--- config.mk ---
export PLATFORM = sky130hd
export DESIGN_NAME = mac_drain
export DESIGN_NICKNAME = d
export VERILOG_FILES = /design/src/rtl/mac_drain.sv
export SDC_FILE = /design/constraint.sdc
export NUM_CORES = 1
export LEC_CHECK = 0
export CORE_UTILIZATION = 50
export DETAILED_ROUTE_END_ITERATION = 10
export PLACE_DENSITY = 0.86
export SKIP_CTS_REPAIR_TIMING = 1
export SLEW_MARGIN = 40
export SYNTH_ARGS = -nofsm -noshare
export SYNTH_HDL_FRONTEND = slang
export SYNTH_SLANG_ARGS = --single-unit
--- constraint.sdc ---
create_clock -name clk -period 4.79 [get_ports clk]
set_clock_uncertainty 0.15 [all_clocks]
set_input_delay 1.437 -clock clk [delete_from_list [all_inputs] [get_ports clk]]
set_output_delay 1.437 -clock clk [all_outputs]
set_load 0.05 [all_outputs]
--- src/rtl/mac_drain.sv ---
// mac_drain: snapshots a row of PE accumulators on start, clears the PEs,
// then streams rounded/saturated words one per cycle over valid/ready.
module mac_drain #(
    parameter int N     = 4,
    parameter int ACC_W = 33,
    parameter int OUT_W = 16,
    parameter int SHIFT = 4,
    localparam int IW   = $clog2(N)
) (
    input  logic               clk,
    input  logic               rst,
    input  logic               start,
    input  logic [N*ACC_W-1:0] acc_flat,
    output logic               pe_clear,
    output logic               busy,
    output logic               out_valid,
    input  logic               out_ready,
    output logic [OUT_W-1:0]   out_data,
    output logic [IW-1:0]      out_idx,
    output logic               out_last,
    output logic               out_sat,
    output logic [IW:0]        sat_count
);

    typedef enum logic {IDLE, STREAM} state_t;

    // Rounding constant 2^(SHIFT-1), or 0 when no shift is applied.
    localparam logic signed [ACC_W:0] HALF =
        (ACC_W+1)'((64'd1 << SHIFT) >> 1);
    localparam logic signed [ACC_W:0] MAXV =
        (ACC_W+1)'((64'sd1 <<< (OUT_W-1)) - 64'sd1);
    localparam logic signed [ACC_W:0] MINV = ~MAXV;

    state_t            state;
    state_t            state_nxt;
    logic [ACC_W-1:0]  snap [N];
    logic [IW-1:0]     idx;
    logic [IW:0]       cnt;
    logic              stream;
    logic              fire;
    logic              last;
    logic              sat_w;
    logic [OUT_W-1:0]  word;
    logic signed [ACC_W:0] xe;
    logic signed [ACC_W:0] r;

    assign stream = (state == STREAM);
    assign last   = (idx == IW'(N - 1));
    assign fire   = stream & out_ready;

    // Round-to-nearest (ties up) and saturate the entry at the current index.
    always_comb begin
        xe    = {snap[idx][ACC_W-1], snap[idx]};
        r     = (xe + HALF) >>> SHIFT;
        word  = r[OUT_W-1:0];
        sat_w = 1'b0;
        if (r > MAXV) begin
            word  = MAXV[OUT_W-1:0];
            sat_w = 1'b1;
        end else if (r < MINV) begin
            word  = MINV[OUT_W-1:0];
            sat_w = 1'b1;
        end
    end

    // Next-state logic: capture on start in IDLE, return after last transfer.
    always_comb begin
        state_nxt = state;
        unique case (state)
            IDLE:    if (start) state_nxt = STREAM;
            STREAM:  if (fire && last) state_nxt = IDLE;
            default: state_nxt = IDLE;
        endcase
    end

    // State register.
    always_ff @(posedge clk) begin
        if (rst) state <= IDLE;
        else     state <= state_nxt;
    end

    // Snapshot bank, word index and saturation counter.
    always_ff @(posedge clk) begin
        if (rst) begin
            idx <= '0;
            cnt <= '0;
            for (int k = 0; k < N; k++) snap[k] <= '0;
        end else if (state == IDLE && start) begin
            idx <= '0;
            cnt <= '0;
            for (int k = 0; k < N; k++)
                snap[k] <= acc_flat[k*ACC_W +: ACC_W];
        end else if (fire) begin
            idx <= last ? '0 : idx + 1'b1;
            if (sat_w) cnt <= cnt + 1'b1;
        end
    end

    assign pe_clear  = start & (state == IDLE) & ~rst;
    assign busy      = stream;
    assign out_valid = stream;
    assign out_data  = stream ? word : '0;
    assign out_idx   = stream ? idx : '0;
    assign out_last  = stream & last;
    assign out_sat   = stream & sat_w;
    assign sat_count = cnt;

endmodule

---- Word level (Yosys, flattened, before mapping) ----
Memories as Yosys holds them, arrays and structs flattened. A register that Yosys moved wholly into a read port is not among the register bits.
Cells that the tools add are included.
storage, ports and cells
  register bits after elaboration ......... 6
  RAM bits ................................ 132
  input port bits ......................... 136
  output and inout bits ................... 26
  memories kept ........................... 1
operators by class
  add/sub/neg operators ................... 3
  magnitude comparators ................... 2
  equality and inequality tests ........... 1
  multiplexer cells ....................... 21
  bitwise operators ....................... 11
  reductions and logical operators ........ 4
memory list
  memory  words  width  rd ports  clocked after Yosys merged registers in  wr ports  line  source
  snap    4      33     1         1                                        4         36    logic [ACC_W-1:0] snap [N];
operator list
  operator                 count
  $mux W33                 4
  $mux W16                 3
  $add A33 B5 Y34 const B  1
  $gt A30 B16 Y1 const B   1
  $lt A30 B16 Y1 const B   1
  $mux W1                  9
  $mux W2                  4
  $and A1 B1 Y1            5
  $or A1 B1 Y1             4
  $add A3 B1 Y3 const B    1
  $add A2 B1 Y2 const B    1
  $eq A2 B2 Y1 const B     1
  $logic_and A1 B1 Y1      2
  $not A1 Y1               2
  $pmux W1 S2              1
  $reduce_and A2 Y1        1
  $reduce_or A2 Y1         1

---- Depth between registers and ports, before layout ----
  depth in word-level cells ............... 6
  depth in mapped cells ................... 13

---- Worst setup path after synthesis ----
No wires, ideal clock.
  path kind ............................... flip-flop to output port
  from .................................... register (tool-made name)
  to ...................................... output port out_data[1]
  data arrival time ....................... 3.428 ns
  data required time ...................... 3.203 ns
  slack ................................... -0.225 ns
  stages on the path, launching flop included .. 13
  buffers on the path ..................... 3
  cell sequence ........................... dfxtp_1 buf_6 buf_6 mux4_2 ha_1 nand3_1 or4_1 buf_2 a2111o_1 a21oi_2 o2111a_2 o21ai_2 o21ai_1
RTL lines
  what              line  source
  end: declaration  18    output logic [OUT_W-1:0] out_data,

==> run summary <==
Post-synthesis simple-gate area fraction -> 19.0%
Inserted Diodes -> 0
Initial Utilization -> 51.1%
Pwr per Cell Area -> 335 nW/um^2
Count of final setup violators -> 16
First-pass GRT wire length -> 22,600 um
#FFs+latches synth -> 128
R2R Setup Slk -> 1560 ps
H-tree depth -> 4
Rows -> 41
Chip Width -> 116 um
Clk root buf -> clkbuf_16
RSZ-0062 raised after global routing -> true
Hold endpoint -> sat_count[2]
Final #Nets -> 780
Max-cap violation count -> 0
Most numerous cell in the Yosys netlist -> and2_1
Int Power -> 2310 uW
Hold Crit Depth -> 2
Die Ht -> 116 um
Die Area -> 13,400 sq um
Compound-gate portion of the synthesized area -> 5.61%
Number of synthesized flops with an enable pin -> 120
Hold WS -> 334 ps
Hold Crit Class -> register to register
Logic pwr share -> 15.9%
Syn. warnings -> 0
Mapped Area -> 6450 sq um
Critical Path RT -> 3200 ps
Worst vdd ir -> 0.206 mV
Worst-Skew Late Latency -> 410 ps
Min-delay src -> sat_count[2]
Syn_area_per_cell -> 14.0 sq um
CTS Buffer Depth -> 2
Flip-flop and latch area -> 3760 sq um
IO Port Bufs -> 149
Clock power share -> 40.4%
WL final -> 15,000 um
Failing checks -> negative setup slack
Design Power -> 3050 uW
Switching part of the total -> 24.3%
Max_slew headroom -> 60.5%
Final Hold Viols -> 0
Post-synthesis mux area share -> 11.2%
Fmax -> 195 MHz
Fin crit period -> 5130 ps
LEAKAGE -> 0.00337 uW
Sequential Power Share -> 43.7%
Main combinational cell family by area after synthesis -> simple AND/OR/NAND/NOR gates
R2r endpoint -> sat_count[0]
Post-synthesis sequential area ratio -> 58.4%
Critical Path AT -> 3540 ps
Detailed placer's ending HPWL -> 10,300 um
Share of cells above drive strength 1 -> 22.2%
Post-synth top cells -> 124 x and2_1, 120 x edfxtp_1, 28 x mux4_2, 15 x nand3_1, 14 x xnor2_1
Final Wtd Congestion -> 0.848
Vias -> 4,396
Status -> complete, but fails checks
CTS clk-pin slew, worst paths -> 60 ps
Yosys top cell by area -> edfxtp_1
DRC viols -> 0
Yosys top cell area share -> 55.9%
Multi-input gate area -> 2650 sq um
Slew @ Worst Pin -> 592 ps
CTS buffer count -> 17
Drt first pass iters -> 5
Area of the core -> 12,600 sq um
Largest net degree at the start of global routing -> 121
Ports -> 162
Syn Nets -> 601
Vias in the first global route -> 4,412
Final Util -> 72.2%
Max-slew violations -> 0
Post-DRT Antenna Nets -> 0
Critical Path Start Type -> register
Top area cells in the synthesized netlist -> edfxtp_1 56%, and2_1 12%, mux4_2 9.8%, dfxtp_1 2.5%, xnor2_1 1.9%
Total track usage -> 23.4%
Avg Vias per Cell -> 5.32
CP max FO -> 15
Crit share post-route -> 107%
Initial antenna violation count -> 0
Worst R2R Path Depth -> 11
Initial detailed-routing violation count -> 295
Post-synthesis xor/xnor area fraction -> 2.72%
Synth-to-Final Area Change -> 41.3%
Synth cell types -> 52
P_sw -> 743 uW
Setup slack after layout -> -336 ps
Synth async-reset ratio -> 0%
Critical path endpoint category -> output pin
FILL cells -> 824
Top FF cell, synth -> edfxtp_1
Mapped Cells -> 462
Setup CP Type -> register to output pin
Place WS -> -30.0 ps
CTS tree -> done
Adder-cell share of the synthesized area -> 0.582%
CTS sink cnt -> 128
Global route total overflow -> 0
Drt wl/cell -> 18.2 um
==> flip-flops by register name (all words and copies together) (netlist names), named ones only <==
register / count
idx: 2
snap: 120
sat_count: 3
busy: 1
==> power groups by stage <==
stage,clock [uW],sequential [uW],combinational [uW]
after floorplan,0,1350,259
after global placement,0,1350,450
after detailed placement,0,1360,459
after CTS,1250,1340,463
after global routing,1300,1340,516
final,1230,1340,486
==> critical path: stages, from the launching register on <==
cell      delay (ps)
dfxtp_2          340
buf_12           170
buf_4            130
mux4_2           540
nand3_1          180
buf_4            160
nor2_1            90
a2111o_1         450
a21oi_2          150
o2111a_2         230
o21ai_2           70
buf_12           200
o21ai_1          190
buf_6            190
==> logic make-up (layout without fill, tap and decap cells) <==
kind of cell	count (synthesis)	in the layout
xor+xnor	20	20
buf+inv	31	223
simple gates	203	203
fa+ha+maj	3	3
flops	128	128
mux	34	34
compound gates	43	43
==> worst max path at each step <==
stage,from,slack [ps],to,cells past startpoint
2_1_floorplan,register,-220,out_data[1],12
3_3_place_gp,register,20,out_data[4],12
3_5_place_dp,register,-30,out_data[3],12
4_1_cts,register,-520,out_data[3],12
5_1_grt,register,-490,out_data[2],13
6_report,register,-340,out_data[2],13
==> metrics by stage <==
stage | area (sq um) | TNS, ps | cells
finish | 9110 | -4790 | 826
global route | 9110 | -7150 | 826
CTS | 8940 | -7720 | 820
detailed placement | 8370 | -98.4 | 788
floorplan | 6530 | -913 | 462
global placement | 8370 | 0 | 788
==> placed cells by master, fill, tap and decap left out, types with 5 or more instances in the layout <==
cell type,count
nand2_1,13
inv_1,6
nand3_1,14
nor3_1,5
mux4_2,28
xor2_1,6
nor2_1,11
and3_1,8
buf_12,7
clkdlybuf4s50_1,131
xnor2_1,14
dfxtp_1,7
nand4_1,6
clkinv_2,6
buf_4,29
clkbuf_16,18
o21ai_4,9
edfxtp_1,120
o21ai_1,6
buf_6,16
and2_1,124
==> final cells by class <==
type | instances | share of cell area (%)
well taps | 172 | 2.36
clock inverters | 15 | 1.61
inverters | 7 | 0.316
clock buffers | 17 | 4.67
flip-flops and latches | 128 | 41.3
multi-input cells | 303 | 29.1
repair buffers | 184 | 20.6
==> routing by layer <==
metal  global-route usage [%]  wire, um  share of wire [%]
met5                        0         0                  0
met3                     5.70       714                4.8
met4                     9.35       311                2.1
met2                     42.1      8210                 55
met1                     26.9      5790                 39
Note: power is estimated with default switching activity, not from simulation.
